===== src/rtl/carfield_apb_wdt.sv =====
// carfield_apb_wdt: APB system watchdog, prescaler -> down-counter -> RUN/WARN/BITE FSM.
// Define CARFIELD_WDT_DBG_FREEZE_EN to freeze prescaler and COUNT while dbg_halted_i is high.
module carfield_apb_wdt #(
   parameter int unsigned CntWidth   = 32,
   parameter int unsigned PrescWidth = 16,
   parameter logic [31:0] KickKey    = 32'h5A5A_A5A5
) (
   input  logic        clk_i,
   input  logic        rst_i,
   input  logic [31:0] paddr_i,
   input  logic        psel_i,
   input  logic        penable_i,
   input  logic        pwrite_i,
   input  logic [31:0] pwdata_i,
   input  logic [3:0]  pstrb_i,
   output logic [31:0] prdata_o,
   output logic        pready_o,
   output logic        pslverr_o,
   input  logic        dbg_halted_i,
   output logic        wdt_warn_irq_o,
   output logic        wdt_bite_o
);

   localparam logic [1:0] ST_IDLE = 2'd0;
   localparam logic [1:0] ST_RUN  = 2'd1;
   localparam logic [1:0] ST_WARN = 2'd2;
   localparam logic [1:0] ST_BITE = 2'd3;

   localparam logic [11:0] OFF_CTRL    = 12'h000;
   localparam logic [11:0] OFF_PRESC   = 12'h004;
   localparam logic [11:0] OFF_TIMEOUT = 12'h008;
   localparam logic [11:0] OFF_WARN    = 12'h00C;
   localparam logic [11:0] OFF_KICK    = 12'h010;
   localparam logic [11:0] OFF_COUNT   = 12'h014;
   localparam logic [11:0] OFF_STATUS  = 12'h018;

   logic                  ctrl_en;
   logic                  ctrl_irq_en;
   logic                  ctrl_lock;
   logic [PrescWidth-1:0] presc;
   logic [PrescWidth-1:0] presc_cnt;
   logic [CntWidth-1:0]   timeout;
   logic [CntWidth-1:0]   warn;
   logic [CntWidth-1:0]   count;
   logic [1:0]            state;
   logic                  warn_pend;

   logic                  access;
   logic [11:0]           offset;
   logic                  hit_ctrl, hit_presc, hit_timeout, hit_warn;
   logic                  hit_kick, hit_count, hit_status;
   logic                  mapped, cfg_hit, running;
   logic                  err;
   logic                  wr_ok;
   logic [31:0]           rdata;
   logic                  en_rise, en_fall, kick, w1c;
   logic                  freeze, tick, tick_eff, enter_warn;
   logic [CntWidth-1:0]   count_dec;

`ifdef CARFIELD_WDT_DBG_FREEZE_EN
   logic unused;
   assign freeze = dbg_halted_i;
   assign unused = ^paddr_i[31:12];
`else
   logic unused;
   assign freeze = 1'b0;
   assign unused = ^{paddr_i[31:12], dbg_halted_i};
`endif

   assign access = psel_i & penable_i;
   assign offset = paddr_i[11:0];

   // Full 12-bit compares also reject misaligned offsets.
   assign hit_ctrl    = (offset == OFF_CTRL);
   assign hit_presc   = (offset == OFF_PRESC);
   assign hit_timeout = (offset == OFF_TIMEOUT);
   assign hit_warn    = (offset == OFF_WARN);
   assign hit_kick    = (offset == OFF_KICK);
   assign hit_count   = (offset == OFF_COUNT);
   assign hit_status  = (offset == OFF_STATUS);
   assign mapped  = hit_ctrl | hit_presc | hit_timeout | hit_warn | hit_kick | hit_count | hit_status;
   assign cfg_hit = hit_ctrl | hit_presc | hit_timeout | hit_warn;
   assign running = (state == ST_RUN) || (state == ST_WARN);

   always_comb begin
      err = 1'b0;
      if (!mapped) begin
         err = 1'b1;
      end else if (pwrite_i) begin
         if (pstrb_i != 4'hF) begin
            err = 1'b1;
         end else if (cfg_hit && ctrl_lock) begin
            err = 1'b1;
         end else if (hit_kick && ((pwdata_i != KickKey) || !running)) begin
            err = 1'b1;
         end
      end
   end

   assign wr_ok     = access & pwrite_i & ~err;
   assign pready_o  = 1'b1;
   assign pslverr_o = access & err;

   always_comb begin
      rdata = '0;
      if (hit_ctrl) begin
         rdata[0]  = ctrl_en;
         rdata[1]  = ctrl_irq_en;
         rdata[31] = ctrl_lock;
      end else if (hit_presc) begin
         rdata[PrescWidth-1:0] = presc;
      end else if (hit_timeout) begin
         rdata[CntWidth-1:0] = timeout;
      end else if (hit_warn) begin
         rdata[CntWidth-1:0] = warn;
      end else if (hit_count) begin
         rdata[CntWidth-1:0] = count;
      end else if (hit_status) begin
         rdata[3:0] = {state, (state == ST_BITE), warn_pend};
      end
   end

   assign prdata_o = access ? rdata : 32'h0;

   assign en_rise = wr_ok & hit_ctrl & pwdata_i[0] & ~ctrl_en & (state == ST_IDLE);
   assign en_fall = wr_ok & hit_ctrl & ~pwdata_i[0] & ctrl_en;
   assign kick    = wr_ok & hit_kick;
   assign w1c     = wr_ok & hit_status & pwdata_i[0];

   // >= keeps a shrunk PRESC from forcing a full wrap of the prescaler.
   assign tick      = running & ~freeze & (presc_cnt >= presc);
   assign tick_eff  = tick & ~en_fall & ~kick;
   assign count_dec = (count == '0) ? '0 : count - CntWidth'(1);
   assign enter_warn = tick_eff && (state == ST_RUN) && (count_dec != '0)
                       && (count_dec <= warn) && (warn != '0);

   always_ff @(posedge clk_i or posedge rst_i) begin
      if (rst_i) begin
         ctrl_en     <= 1'b0;
         ctrl_irq_en <= 1'b0;
         ctrl_lock   <= 1'b0;
         presc       <= '0;
         timeout     <= '0;
         warn        <= '0;
      end else if (wr_ok) begin
         if (hit_ctrl) begin
            ctrl_en     <= pwdata_i[0];
            ctrl_irq_en <= pwdata_i[1];
            ctrl_lock   <= ctrl_lock | pwdata_i[31];
         end
         if (hit_presc)   presc   <= pwdata_i[PrescWidth-1:0];
         if (hit_timeout) timeout <= pwdata_i[CntWidth-1:0];
         if (hit_warn)    warn    <= pwdata_i[CntWidth-1:0];
      end
   end

   // Priority in RUN/WARN: EN-clear, then KICK, then tick.
   always_ff @(posedge clk_i or posedge rst_i) begin
      if (rst_i) begin
         state     <= ST_IDLE;
         count     <= '0;
         presc_cnt <= '0;
      end else begin
         case (state)
            ST_IDLE: begin
               if (en_rise) begin
                  count     <= timeout;
                  presc_cnt <= '0;
                  state     <= ST_RUN;
               end
            end
            ST_RUN, ST_WARN: begin
               if (en_fall) begin
                  state <= ST_IDLE;
               end else if (kick) begin
                  count     <= timeout;
                  presc_cnt <= '0;
                  state     <= ST_RUN;
               end else if (!freeze) begin
                  if (tick) begin
                     presc_cnt <= '0;
                     count     <= count_dec;
                     if (count_dec == '0) begin
                        state <= ST_BITE;
                     end else if (enter_warn) begin
                        state <= ST_WARN;
                     end
                  end else begin
                     presc_cnt <= presc_cnt + PrescWidth'(1);
                  end
               end
            end
            default: state <= ST_BITE;
         endcase
      end
   end

   // A WARN entry in the same cycle as a W1C keeps the flag set.
   always_ff @(posedge clk_i or posedge rst_i) begin
      if (rst_i) begin
         warn_pend <= 1'b0;
      end else if (enter_warn) begin
         warn_pend <= 1'b1;
      end else if (w1c) begin
         warn_pend <= 1'b0;
      end
   end

   assign wdt_warn_irq_o = warn_pend & ctrl_irq_en;
   assign wdt_bite_o     = (state == ST_BITE);

endmodule


===== config.mk =====
export PLATFORM = sky130hd
export DESIGN_NAME = carfield_apb_wdt
export DESIGN_NICKNAME = d
export VERILOG_FILES = /design/src/rtl/carfield_apb_wdt.sv
export SDC_FILE = /design/constraint.sdc
export NUM_CORES = 1
export LEC_CHECK = 0
export CAP_MARGIN = 20
export CORE_MARGIN = 3
export CORE_UTILIZATION = 24
export DETAILED_ROUTE_END_ITERATION = 12
export HOLD_SLACK_MARGIN = 0.15
export SYNTH_ARGS = -nofsm -noshare
export SYNTH_HDL_FRONTEND = slang
export SYNTH_SLANG_ARGS = --single-unit
export TNS_END_PERCENT = 5

===== constraint.sdc =====
create_clock -name clk_i -period 9.35 [get_ports clk_i]
set_clock_uncertainty 0.15 [all_clocks]
set_input_delay 1.87 -clock clk_i [delete_from_list [all_inputs] [get_ports clk_i]]
set_output_delay 1.87 -clock clk_i [all_outputs]
set_load 0.03 [all_outputs]

==> After elaboration in Yosys (flattened, before gate mapping) <==
Cells that the tools add are included.
{ "word_totals": {"ff_bits": 134, "in_bits": 74, "out_inout_bits": 36, "elab_cells": 120} }
{ "classes": {"n_addsub": 2, "n_lt_le_gt_ge": 2, "n_eq_ne": 16, "n_mux": 36, "bitwise": 29, "reduce_logical": 25} }
{ "ops": {"columns": ["op", "count"], "rows": [
  ["$mux 32", 8],
  ["$mux 16", 6],
  ["$logic_not 32->1", 2],
  ["$pmux 32 s2", 1],
  ["$reduce_bool 32->1", 2],
  ["$eq 12x5->1 const B", 3],
  ["$le 32x32->1", 1],
  ["$ne 32x31->1 const B", 1],
  ["$pmux 16 s2", 1],
  ["$sub 32x1->32 const B", 1],
  ["$mux 29", 1],
  ["$mux 28", 1],
  ["$eq 12x4->1 const B", 2],
  ["$and 1x1->1", 17],
  ["$add 16x1->16 const B", 1],
  ["$ge 16x16->1", 1],
  ["$mux 2", 7],
  ["$eq 12x3->1 const B", 1],
  ["$logic_not 12->1", 1],
  ["$mux 1", 8],
  ["$mux 4", 2],
  ["$ne 4x4->1 const B", 2],
  ["$reduce_and 2->1", 4],
  ["$or 1x1->1", 7],
  ["other kinds (15)", 29]
]} }

==> Longest topological paths before layout <==
Gate-level depths: netlist of the first run.
{ "depth": {"depth_word": 28, "depth_mapped": 20, "ltp_nobuf": 17} }

==> Worst setup path before layout of the first run <==
Ideal clock, no wire load.
{ "synth_path": {"path_type": "input port to output port", "start": "input paddr_i[9]", "end": "output prdata_o[12]", "t_arrival_ns": 4.082, "t_required_ns": 7.330, "path_slack_ns": 3.248, "path_stages": 8, "cell_sequence": "nor4_1 nand2_1 or3_1 clkbuf_1 nor2_1 clkbuf_1 a22oi_1 a21oi_1"} }
{ "synth_between": {"elab_chain_cells": 7, "word_cells_on_any_way": 11, "classes_between": "eq/ne (4); mux (6); reduce/logical (1)"} }
{ "synth_rtl": {"columns": ["element", "line_no", "text"], "rows": [
  ["from (decl)", "10", "input logic [31:0] paddr_i,"],
  ["$eq 12x5->1", "79", "assign hit_count = (offset == OFF_COUNT);"],
  ["$mux 28", "116", "end else if (hit_count) begin"],
  ["$mux 32", "114", "end else if (hit_warn) begin"],
  ["$mux 32", "112", "end else if (hit_timeout) begin"],
  ["$mux 16", "110", "end else if (hit_presc) begin"],
  ["$mux 29 *", "106", "if (hit_ctrl) begin"],
  ["$mux 32 *", "123", "assign prdata_o = access ? rdata : 32'h0;"],
  ["to (decl)", "16", "output logic [31:0] prdata_o,"]
]} }
Mark *: on every way between the ends. The rest lies on a longest branch, timed or not.

==> Worst setup path in the final report of the first run <==
{ "layout_path": {"start": "input paddr_i[9]", "end": "output prdata_o[26]"} }
The elaborated chain is that of the path after synthesis.

==> impl_results.md, run 1 <==
- Crit-path cells: clkdlybuf4s50_1 -> nor4_1 -> nand2_1 -> or3_1 -> nor2_2 -> buf_4 -> a22oi_1 -> a21oi_1 -> clkdlybuf4s50_1
- DRT iter0 DRCs: 716
- DRT Pass-1 Iters: 6
- Unique masters post-synth: 64
- Total CTS buffers: 17
- Post-Syn Area: 9071 sq um
- Postcts setup bufs: 0
- Largest net degree at the start of global routing: 69
- Worst path top cell family by delay: simple AND/OR/NAND/NOR gates
- Wirelength, routed: 29.48 mm
- P_sw: 988.4 uW
- Syn_nets: 1202
- Final Hold Vio Count: 0
- Req. time, crit path: 7.33 ns
- Peak supply drop: 0.1406 mV
- Cts hold-fix bufs: 0
- Initial core utilization: 24.54%
- First-pass GRT wire length: 47.23 mm
- Maxcap violations: 0
- Vias in the first global route: 8287
- Power Density: 218.4 nW/um^2
- Clock sinks: 134
- Syn Inst Count: 1074
- Most used cell, CP: clkdlybuf4s50_1
- Worst-margin pin slew: 1.094 ns
- Final Setup Violations: 0
- Clock-pin slew on the worst setup and hold paths: 0.06 ns
- Worst-path cell with the longest stage delay: clkdlybuf4s50_1
- Final Cycle Share: 80.51%
- Post-synthesis sequential area ratio: 36.97%
- Die Ht: 200.4 um
- Layout area overhead: 21.30%
- Max Fclk: 132.8 MHz
- Initial antenna violation count: 0
- Design Power: 2403 uW
- CTS max path bufs: 2
- Number of flops mapped to enable cells by yosys: 0
- Min-Delay Path Class: flop to flop
- Die W: 200.4 um
- Core area: 36960 sq um
- Async set-or-reset flop fraction in the synthesized netlist: 100.0%
- Skew-Pair Late Insertion Delay: 0.43 ns
- DRC Markers: 0
- Top_reg_cell synth: dfrtp_1
- Leakage power: 0.004548 uW
- Routed WL per cell: 17.96 um
- Worst EP arrival: 5.51 ns
- Unrepaired setup endpoints after global routing: no
- WS Path Type: input pin to primary output
- Htree depth: 4
- Row cnt: 70
- Area after DPL: 10420 sq um
- PortBufs: 87
- Clk pwr share: 28.2%
- Via/cell ratio: 5.077
- Seq pwr share: 34.8%
- Area contributors post-synth: dfrtp_1 (37%), ha_1 (7.4%), nor2_1 (5.2%)
- Minimum clock period: 7.527 ns
- Synth top area share: 36.97%
- Max-Slew Margin vs Limit: 26.89%
- RD Place Congestion: 0.8887
- Switching Share: 41.14%
- Ratio of cells with drive above 1 in the final layout: 9.499%
- Die ar.: 40170 sq um
- Clock root cell: clkbuf_16
- Combinational power share: 36.9%
- DP HPWL: 22.28 mm
- Vias: 8331
- Number of primary I/O pins: 110
- Fin. max-slew vios: 0
- WP buf/inv: 3
- Largest stage delay on the critical path: 0.75 ns
- Mean area per synthesized cell: 8.446 sq um
- Pint: 1414 uW
- Post-route ant nets: 0
- Status: completed
- Gr usage total: 14.47%
- Element type at the critical path start: input pin
- Post-synth top area cell: dfrtp_1
- CP max FO: 15
- Antenna Diode Count: 0
- Setup total negative slack: 0 ns
- CTS tree: done
- NumNets Final: 1253
- Total grt overflow: 0
- Setup crit end kind: primary output
- Post-route cell area: 11000 sq um
- Yosys reg bits: 134
- # fillers: 3932
- Synth warn: 0
- Cts repair resizes: 0
## per-layer routing
metal | global-route usage [%] | vias up | wire, um
li1 | - | 3952 | -
met5 | 0 | - | 0
met4 | 3.588 | 0 | 427
met2 | 24.16 | 246 | 14130
met1 | 19.50 | 4108 | 13310
met3 | 2.513 | 25 | 1611
## final timing paths
kind	slack (ns)	cells past startpoint	startpoint	end
setup / recovery	1.82	9	paddr_i[9]	prdata_o[26]
hold / removal	0.38	1	ctrl_lock	ctrl_lock
setup reg to reg	4.26	14	count[21]	state[0]
hold reg to reg	0.38	1	ctrl_lock	ctrl_lock
max in group asynchronous	5.97	3	rst_i	warn[18]
min in group asynchronous	1.76	2	rst_i	presc_cnt[0]
## registers in the layout, summed over array words and instances, names as in the netlist
register / cells
ctrl_en: 1
count: 32
state: 2
presc_cnt: 16
warn: 32
presc: 16
ctrl_lock: 1
warn_pend: 1
ctrl_irq_en: 1
timeout: 32
## logic make-up (layout without fill, tap and decap cells)
| logic type | count (synthesis) | in the layout | share of synthesized area [%] |
|---|---|---|---|
| xor gates and xnor gates | 29 | 29 | 2.800 |
| DFF | 134 | 134 | 36.97 |
| muxes | 53 | 53 | 6.455 |
| other | 1 | 1 | 0.04134 |
| and+or+nand+nor | 403 | 403 | 22.23 |
| adders and majority gates | 54 | 54 | 7.448 |
| AOI/OAI and AO/OA | 272 | 272 | 18.37 |
| buffers and inverters | 128 | 191 | 5.683 |
## power by group through the flow
stage / logic [uW] / clock network (uW) / registers [uW]
after floorplan: 744 / 0 / 736
after global placement: 857 / 0 / 837
after detailed placement: 879 / 0 / 842
after CTS: 884 / 688 / 832
after global routing: 995 / 714 / 851
final: 887 / 679 / 837
## metrics by stage
stage / cells / hold WS [ns] / utilization (%) / worst slack (ns)
final: 1641 / 0.3791 / 29.77 / 1.823
after global routing: 1641 / 0.4045 / 29.77 / 1.667
after floorplan: 1074 / 0.3211 / - / 3.248
after detailed placement: 1610 / 0.3651 / 28.19 / 1.885
after global placement: 1610 / 0.3461 / 28.19 / 1.902
after CTS: 1641 / 0.3788 / 29.77 / 1.880
## worst reg2reg max path, stage by stage, from the launching register on
cell     delay (ns)
dfrtp_1        0.44
nor3_1         0.53
nand4_1        0.44
nor2_2         0.64
buf_4          0.35
nor2_1         0.08
ha_1           0.30
nand4_1        0.14
or2_2          0.35
nor3_1         0.35
nand2_1        0.14
a31o_2         0.23
a21oi_1        0.42
a22oi_4        0.10
mux2_4         0.32
## area by class of cell
type                       instances  area [sq um]  area share, %
sequential                       134          3353          30.48
tap                              504         630.6          5.731
inverter                          62         237.7          2.161
timing repair buffer              98         953.4          8.665
clock buffer                      21         460.4          4.185
clock inverter                    10         122.6          1.114
multi-input combinational        812          5245          47.67
## placed cells by master, fill, tap and decap left out, types with 12 or more instances in the layout
master,count
a21oi_1,93
nand3_1,23
clkdlybuf4s50_1,87
xnor2_1,18
ha_1,54
nor2_1,122
inv_1,61
nand2_1,85
a22oi_1,32
nor4_1,22
clkbuf_16,17
dfrtp_1,134
nand4_1,23
mux2i_1,12
mux2_2,40
nor3_1,44
o21ai_0,86
## Yosys cell counts (3+ instances only)
library cell	count
a211oi_1	3
a21o_1	10
a21oi_1	93
a222oi_1	9
a22oi_1	32
a31oi_1	3
and2_1	3
and3_1	8
and4b_1	4
buf_1	6
buf_2	4
buf_6	3
clkbuf_1	51
dfrtp_1	134
ha_1	54
inv_1	62
mux2_2	40
mux2i_1	12
nand2_1	86
nand2b_1	11
nand3_1	23
nand3b_1	3
nand4_1	23
nor2_1	126
nor2b_1	9
nor3_1	46
nor3b_1	3
nor4_1	22
nor4b_1	3
nor4bb_1	4
o21a_1	6
o21ai_0	86
o221ai_1	3
o22a_1	4
o31a_1	3
o31ai_1	8
or2_2	5
or3_1	9
xnor2_1	18
xor2_1	11
(Power assumes the default switching activity.)
==> run 2, diff against run 1 <==
==> constraint.sdc (replaced) <==
create_clock -name clk_i -period 6.3 [get_ports clk_i]
set_clock_uncertainty 0.15 [all_clocks]
set_input_delay 1.26 -clock clk_i [delete_from_list [all_inputs] [get_ports clk_i]]
set_output_delay 1.26 -clock clk_i [all_outputs]
set_load 0.03 [all_outputs]
==> run 2 against run 1 <==
  * Global-route usage grew 0.096 points
  * Critical path depth is the same
  * First-iteration DRC count grew 8.4%
  * Cell count grew 0.73%
  * Register-to-register slack lost 3.0 ns
  * Sequential share of layout area shrank 0.20 points
  * Cell area grew 0.65%
  * Critical path type unchanged
  * Largest power group unchanged
==> impl_results.md, run 2 (synthesized netlist as in run 1, its figures left out) <==
- DRT iter0 DRCs: 776 (was 716)
- DP HPWL: 22.60 mm (was 22.28 mm)
- Area after DPL: 10520 sq um (was 10420 sq um)
- Die W: 200.4 um (unchanged)
- Worst hold slack: 0.3754 ns (was 0.3791 ns)
- Clock root cell: clkbuf_16 (unchanged)
- Initial core utilization: 24.54% (unchanged)
- Die ar.: 40170 sq um (unchanged)
- Top flop regs: count: 32 flops, timeout: 32 flops, warn: 32 flops (unchanged)
- Skew-Pair Late Insertion Delay: 0.43 ns (about the same)
- Commonest non-fill, non-tap cells in the layout: dfrtp_1 (134), nor2_1 (122), a21oi_1 (93) (unchanged)
- Met1 usage: 19.76% (was 19.50%)
- Minimum clock period: 5.773 ns
- DRC Markers: 0 (unchanged)
- Largest net degree at the start of global routing: 102 (was 69)
- Placed instance count: 1621 (was 1610)
- Routed WL per cell: 17.90 um (was 17.96 um)
- Status: completed (unchanged)
- Antenna Diode Count: 0 (unchanged)
- GR peak layer: met2 (unchanged)
- Most used cell, CP: clkdlybuf4s50_1 (unchanged)
- Cts hold-fix bufs: 0 (unchanged)
- Vias: 8341 (was 8331)
- Final Hold Vio Count: 0 (unchanged)
- Reg2reg start: count[21] (unchanged)
- RD Place Congestion: 0.8789 (was 0.8887)
- Post-route ant nets: 0 (unchanged)
- Met2 GRT Util: 24.32% (was 24.16%)
- Design Power: 3554 uW (was 2403 uW)
- Hold_sp: ctrl_irq_en (was ctrl_lock)
- Total grt overflow: 0 (unchanged)
- Number of primary I/O pins: 110 (unchanged)
- Req. time, crit path: 4.89 ns (was 7.33 ns)
- Die Ht: 200.4 um (unchanged)
- Power Density: 321.0 nW/um^2 (was 218.4 nW/um^2)
- Initial antenna violation count: 0 (unchanged)
- Gr usage total: 14.56% (was 14.47%)
- CTS tree: done (unchanged)
- Element type at the critical path start: input pin (unchanged)
- Cts repair resizes: 0 (unchanged)
- Setup total negative slack: 0 ns (unchanged)
- Post-route cell area: 11070 sq um (was 11000 sq um)
- Worst-margin pin slew: 0.9585 ns (was 1.094 ns)
- Total CTS buffers: 17 (unchanged)
- Hold path cells: 1 (unchanged)
- Htree depth: 4 (unchanged)
- WP buf/inv: 3 (unchanged)
- Worst EP arrival: 4.36 ns (was 5.51 ns)
- Peak supply drop: 0.2018 mV (was 0.1406 mV)
- Non-filler cells, final: 1653 (was 1641)
- WS Path Type: input pin to primary output (unchanged)
- Reg2reg end: state[0] (unchanged)
- Postcts setup bufs: 0 (unchanged)
- Met3 usage: 2.384% (was 2.513%)
- Layout area overhead: 22.08% (was 21.30%)
- Via/cell ratio: 5.046 (was 5.077)
- Hold Crit Endpoint: ctrl_irq_en (was ctrl_lock)
- NumNets Final: 1264 (was 1253)
- Core area: 36960 sq um (unchanged)
- Clock-pin slew on the worst setup and hold paths: 0.07 ns (was 0.06 ns)
- CP max FO: 12 (was 15)
- Ratio of cells with drive above 1 in the final layout: 10.62% (was 9.499%)
- Min-Delay Path Class: flop to flop (unchanged)
- Wirelength, routed: 29.59 mm (was 29.48 mm)
- Leakage power: 0.004603 uW (was 0.004548 uW)
- Setup crit end kind: primary output (unchanged)
- Largest stage delay on the critical path: 0.74 ns (was 0.75 ns)
- Row cnt: 70 (unchanged)
- Crit-path cells: clkdlybuf4s50_1 -> nor4_1 -> nand2_1 -> or3_1 -> nor2_2 -> buf_4 -> a22oi_1 -> a21oi_1 -> clkdlybuf4s50_1 (unchanged)
- Cells on worst reg2reg path: 14 (unchanged)
- CP startpoint: paddr_i[9] (unchanged)
- Worst-path cell with the longest stage delay: clkdlybuf4s50_1 (unchanged)
- DRT Pass-1 Iters: 5 (was 6)
- Worst path top cell family by delay: buffers and inverters (was simple AND/OR/NAND/NOR gates)
- Max Fclk: 173.2 MHz
- Unrepaired setup endpoints after global routing: no (unchanged)
- Max-Slew Margin vs Limit: 36.10% (was 26.89%)
- PortBufs: 87 (unchanged)
- Commonest non-fill, non-tap cell in the layout: dfrtp_1 (unchanged)
- Final Cycle Share: 91.63%
- First-pass GRT wire length: 47.34 mm (was 47.23 mm)
- Clock sinks: 134 (unchanged)
- Fin. max-slew vios: 0 (unchanged)
- CTS max path bufs: 2 (unchanged)
- Final Setup Violations: 0 (unchanged)
- Vias in the first global route: 8391 (was 8287)
- Flop-to-flop setup slack: 1.23 ns (was 4.26 ns)
- Maxcap violations: 0 (unchanged)
==> run 2: worst max-delay path by stage <==
stage | cells past startpoint | slack [ns] | to
after global placement | 9 | 0.59 | prdata_o[7]
after CTS | 9 | 0.56 | prdata_o[7]
after detailed placement | 9 | 0.58 | prdata_o[27]
final | 9 | 0.53 | prdata_o[4]
after floorplan | 1 | 1.31 | count[0]
after global routing | 9 | 0.38 | prdata_o[4]
==> run 2: per-layer routing <==
metal | vias up | share of wire (%)
met3 | 29 | 4.7
met5 | - | 0
met4 | 0 | 1.3
met2 | 240 | 48
li1 | 3996 | -
met1 | 4076 | 46
==> run 2: per-stage QoR <==
step                      setup slack (ns)  util (%)
after global placement              0.5933     28.45
after detailed placement            0.5783     28.45
after global routing                0.3829     29.96
after CTS                           0.5554     29.96
final                               0.5274     29.96
after floorplan                      1.307         -
==> run 2: cell type report <==
cell class              instances  area, sq um
clock buffers                  17        425.4
multi-input cells             812         5245
fillers                      3924        25890
well taps                     504        630.6
repair buffers                109         1049
inverters                      62        237.7
flip-flops and latches        134         3353
clock inverters                15        133.9
==> run 2: worst reg2reg max path, cell delays in order (launching register included) <==
cell and delay (ns):
dfrtp_1 0.45, nor3_1 0.60, nand4_1 0.46, nor4_1 0.48, mux2i_1 0.40, inv_1 0.08
ha_1 0.29, nand4_1 0.14, or2_2 0.34, nor3_1 0.34, nand2_1 0.14, a31o_2 0.23
a21oi_1 0.43, a22oi_4 0.10, mux2_4 0.32
==> run 2: power breakdown <==
| group | total [uW] | leakage (uW) | switching (uW) | internal (uW) |
|---|---|---|---|---|
| sequential | 1240 | 0.00155 | 257 | 980 |
| combinational | 1350 | 0.00279 | 810 | 539 |
| clock | 969 | 0.000269 | 449 | 520 |
| total | 3550 | 0.00460 | 1520 | 2040 |
==> run 3, diff against run 2 <==
--- a/config.mk
+++ b/config.mk
@@ -5,6 +5,7 @@
 export SDC_FILE = /design/constraint.sdc
 export NUM_CORES = 1
 export LEC_CHECK = 0
+export ABC_AREA = 1
 export CAP_MARGIN = 20
 export CORE_MARGIN = 3
 export CORE_UTILIZATION = 24
==> run 3 against run 2 <==
  * Global-route usage is 0.32 points higher
  * Cell area is 8.7% higher
  * Via count grew 22%
  * Largest cell class unchanged
==> impl_results.md, run 3 <==
- Setup total negative slack: 0 ns (unchanged)
- Syn_nets: 1619 (was 1202)
- Post-synth top area cell: dfrtp_1 (unchanged)
- WS Path Type: input pin to primary output (unchanged)
- Die Ht: 209.9 um (was 200.4 um)
- Vias in the first global route: 9876 (was 8391)
- Number of flops mapped to enable cells by yosys: 0 (unchanged)
- Mean area per synthesized cell: 6.694 sq um (was 8.446 sq um)
- Number of primary I/O pins: 110 (unchanged)
- Worst EP arrival: 4.23 ns (was 4.36 ns)
- Top_reg_cell synth: dfrtp_1 (unchanged)
- Minimum clock period: 5.642 ns (was 5.773 ns)
- Antenna Diode Count: 0 (unchanged)
- Setup crit end kind: primary output (unchanged)
- RD Place Congestion: 0.9240 (was 0.8789)
- Ratio of cells with drive above 1 in the final layout: 4.671% (was 10.62%)
- P_sw: 479.8 uW (was 1516 uW)
- DRC Markers: 0 (unchanged)
- Combinational power share: 4.1% (was 38.0%)
- Peak supply drop: 0.1946 mV (was 0.2018 mV)
- Vias: 10190 (was 8341)
- CTS max path bufs: 2 (unchanged)
- Min-Delay Path Class: flop to flop (unchanged)
- Routed WL per cell: 15.68 um (was 17.90 um)
- Worst-margin pin slew: 0.9486 ns (was 0.9585 ns)
- Row cnt: 74 (was 70)
- Reg2reg start: count[0] (was count[21])
- Area contributors post-synth: dfrtp_1 (34%), nand2_1 (16%), inv_1 (8.0%) (was dfrtp_1 (37%), ha_1 (7.4%), nor2_1 (5.2%))
- Yosys reg bits: 134 (unchanged)
- Final Cycle Share: 89.56% (was 91.63%)
- Wirelength, routed: 32.85 mm (was 29.59 mm)
- CTS tree: done (unchanged)
- Skew-Pair Late Insertion Delay: 0.45 ns (was 0.43 ns)
- Unrepaired setup endpoints after global routing: no (unchanged)
- Flop-to-flop setup slack: 1.94 ns (was 1.23 ns)
- Hold path cells: 2 (was 1)
- Seq pwr share: 42.5% (was 34.8%)
- Unique masters post-synth: 43 (was 64)
- Clock sinks: 134 (unchanged)
- Post-Syn Area: 9981 sq um (was 9071 sq um)
- Htree depth: 4 (unchanged)
- Fin. max-slew vios: 0 (unchanged)
- Dpl ws: 0.6373 ns (was 0.5783 ns)
- Commonest non-fill, non-tap cells in the layout: nand2_1 (424), inv_1 (211), o21ai_0 (139) (was dfrtp_1 (134), nor2_1 (122), a21oi_1 (93))
- First-pass GRT wire length: 53.09 mm (was 47.34 mm)
- Cells on worst reg2reg path: 23 (was 14)
- PortBufs: 87 (unchanged)
- Clock-pin slew on the worst setup and hold paths: 0.06 ns (was 0.07 ns)
- Final Hold Vio Count: 0 (unchanged)
- Mux share of post-synthesis cell area: 0% (was 6.455%)
- Most common cell in the netlist: nand2_1 (was dfrtp_1)
- Commonest non-fill, non-tap cell in the layout: nand2_1 (was dfrtp_1)
- Largest net degree at the start of global routing: 88 (was 102)
- DRT iter0 DRCs: 905 (was 776)
- Top flop regs: count: 32 flops, timeout: 32 flops, warn: 32 flops (unchanged)
- Synth Area in Compound Gates: 15.47% (was 18.37%)
- Synth warn: 0 (unchanged)
- Setup ws final: 0.6579 ns (was 0.5274 ns)
- Cts hold-fix bufs: 0 (unchanged)
- Clock root cell: clkbuf_16 (unchanged)
- Hold_sp: presc[1] (was ctrl_irq_en)
- Status: completed (unchanged)
- Commonest cells in the netlist: nand2_1 (426), inv_1 (212), o21ai_0 (139), dfrtp_1 (134), nor2_1 (125) (was dfrtp_1 (134), nor2_1 (126), a21oi_1 (93), nand2_1 (86), o21ai_0 (86))
- Largest family of logic cells by synthesized area: simple AND/OR/NAND/NOR gates (unchanged)
- Gr usage total: 14.88% (was 14.56%)
- Layout area overhead: 20.57% (was 22.08%)
- Cts repair resizes: 0 (unchanged)
- Adder-Cell Fraction of Synth Area: 6.769% (was 7.448%)
- Power Density: 168.1 nW/um^2 (was 321.0 nW/um^2)
- DP HPWL: 24.63 mm (was 22.60 mm)
- Final Setup Violations: 0 (unchanged)
- Max Fclk: 177.2 MHz (was 173.2 MHz)
- Pint: 1544 uW (was 2039 uW)
- Total CTS buffers: 17 (unchanged)
- Reg2reg end: state[0] (unchanged)
- Synth top area share: 33.60% (was 36.97%)
- DRT Pass-1 Iters: 7 (was 5)
- Initial antenna violation count: 0 (unchanged)
- XOR/XNOR Fraction of Synth Area: 1.667% (was 2.800%)
- Switching Share: 23.72% (was 42.64%)
- Area share of and/or/nand/nor cells after synthesis: 31.55% (was 22.23%)
- Via/cell ratio: 4.862 (was 5.046)
- CP max FO: 15 (was 12)
- Post-route ant nets: 0 (unchanged)
- Req. time, crit path: 4.89 ns (about the same)
- Total grt overflow: 0 (unchanged)
- Postcts setup bufs: 0 (unchanged)
- Async set-or-reset flop fraction in the synthesized netlist: 100.0% (unchanged)
- Core area: 40920 sq um (was 36960 sq um)
- Element type at the critical path start: input pin (unchanged)
- Post-synthesis sequential area ratio: 33.60% (was 36.97%)
- Leakage power: 0.005944 uW (was 0.004603 uW)
- Die W: 209.9 um (was 200.4 um)
- Hold Crit Endpoint: presc[1] (was ctrl_irq_en)
- Maxcap violations: 0 (unchanged)
- Syn Inst Count: 1491 (was 1074)
- Clk pwr share: 53.4% (was 27.3%)
- Max-Slew Margin vs Limit: 36.54% (was 36.10%)
- # fillers: 4513 (was 3924)
- Initial core utilization: 24.39% (was 24.54%)
- NumNets Final: 1678 (was 1264)
- Die ar.: 44070 sq um (was 40170 sq um)
-- run 3: cell types whose count changed in the layout (fill, tap and decap cells not counted), moves of 25 or more --
cell and change:
nand4_1 +35, mux2_2 -40, nand2_1 +339, o21ai_0 +53, a21oi_1 -52, o221ai_1 +25, a22oi_1 -32, nand3_1 +55
inv_1 +150
-- run 3: worst max-delay path by stage --
stage / start / slack, ns / cells after the start / endpoint
5_1_grt: paddr_i[5] / 0.34 / 10 / prdata_o[31]
6_report: paddr_i[1] / 0.66 / 11 / prdata_o[31]
2_1_floorplan: rst_i / 1.31 / 1 / count[0]
4_1_cts: paddr_i[1] / 0.63 / 11 / prdata_o[31]
3_5_place_dp: paddr_i[1] / 0.64 / 11 / prdata_o[31]
3_3_place_gp: paddr_i[1] / 0.69 / 11 / prdata_o[31]
-- run 3: final cells by class --
class / instances / area, sq um / share of cell area, %
flip-flops and latches: 134 / 3353 / 27.86
well taps: 532 / 665.6 / 5.531
multi-input cells: 1076 / 5544 / 46.07
repair buffers: 101 / 1016 / 8.442
inverters: 220 / 830.8 / 6.904
clock buffers: 19 / 452.9 / 3.764
clock inverters: 13 / 171.4 / 1.424
-- run 3: worst max-delay path: stages --
cell and delay [ns]:
clkdlybuf4s50_1 0.39, or2_4 0.28, nor3_2 0.17, inv_2 0.09, nor2_1 0.28, clkinv_1 0.29, buf_4 0.28, o221ai_1 0.17
o21ai_0 0.14, a21oi_1 0.16, clkdlybuf4s50_1 0.70
-- run 3: cell families after synthesis --
| family | after synthesis |
|---|---|
| other | 1 |
| AOI/OAI and AO/OA | 265 |
| adders and majority gates | 54 |
| xor gates and xnor gates | 19 |
| buffers and inverters | 281 |
| DFF | 134 |
| and+or+nand+nor | 737 |
-- run 3: metal layers --
metal | wire length [um] | vias up | track usage (%)
met4 | 1001 | 0 | 5.358
met3 | 1228 | 57 | 2.143
li1 | - | 5025 | -
met2 | 15820 | 277 | 25.44
met1 | 14800 | 4826 | 19.22
met5 | 0 | - | 0
-- run 3: metrics by stage --
stage / util (%) / hold slack [ns] / total power, uW / cells / cell area [sq um]
after global placement: 27.75 / 0.3199 / 960.0 / 2061 / 11350
final: 29.41 / 0.3379 / 2023 / 2095 / 12030
after global routing: 29.41 / 0.3678 / 2080 / 2095 / 12030
after floorplan: - / 0.3030 / 908.5 / 1491 / 9981
after CTS: 29.27 / 0.3424 / 2039 / 2093 / 11980
after detailed placement: 27.75 / 0.3265 / 961.3 / 2061 / 11350
-- run 3: power by group through the flow --
stage	registers, uW	clock network [uW]	logic, uW
2_1_floorplan	877	0	32.0
3_3_place_gp	876	0	83.6
3_5_place_dp	876	0	84.9
4_1_cts	860	1090	85.2
5_1_grt	860	1130	92.6
6_report	861	1080	82.7
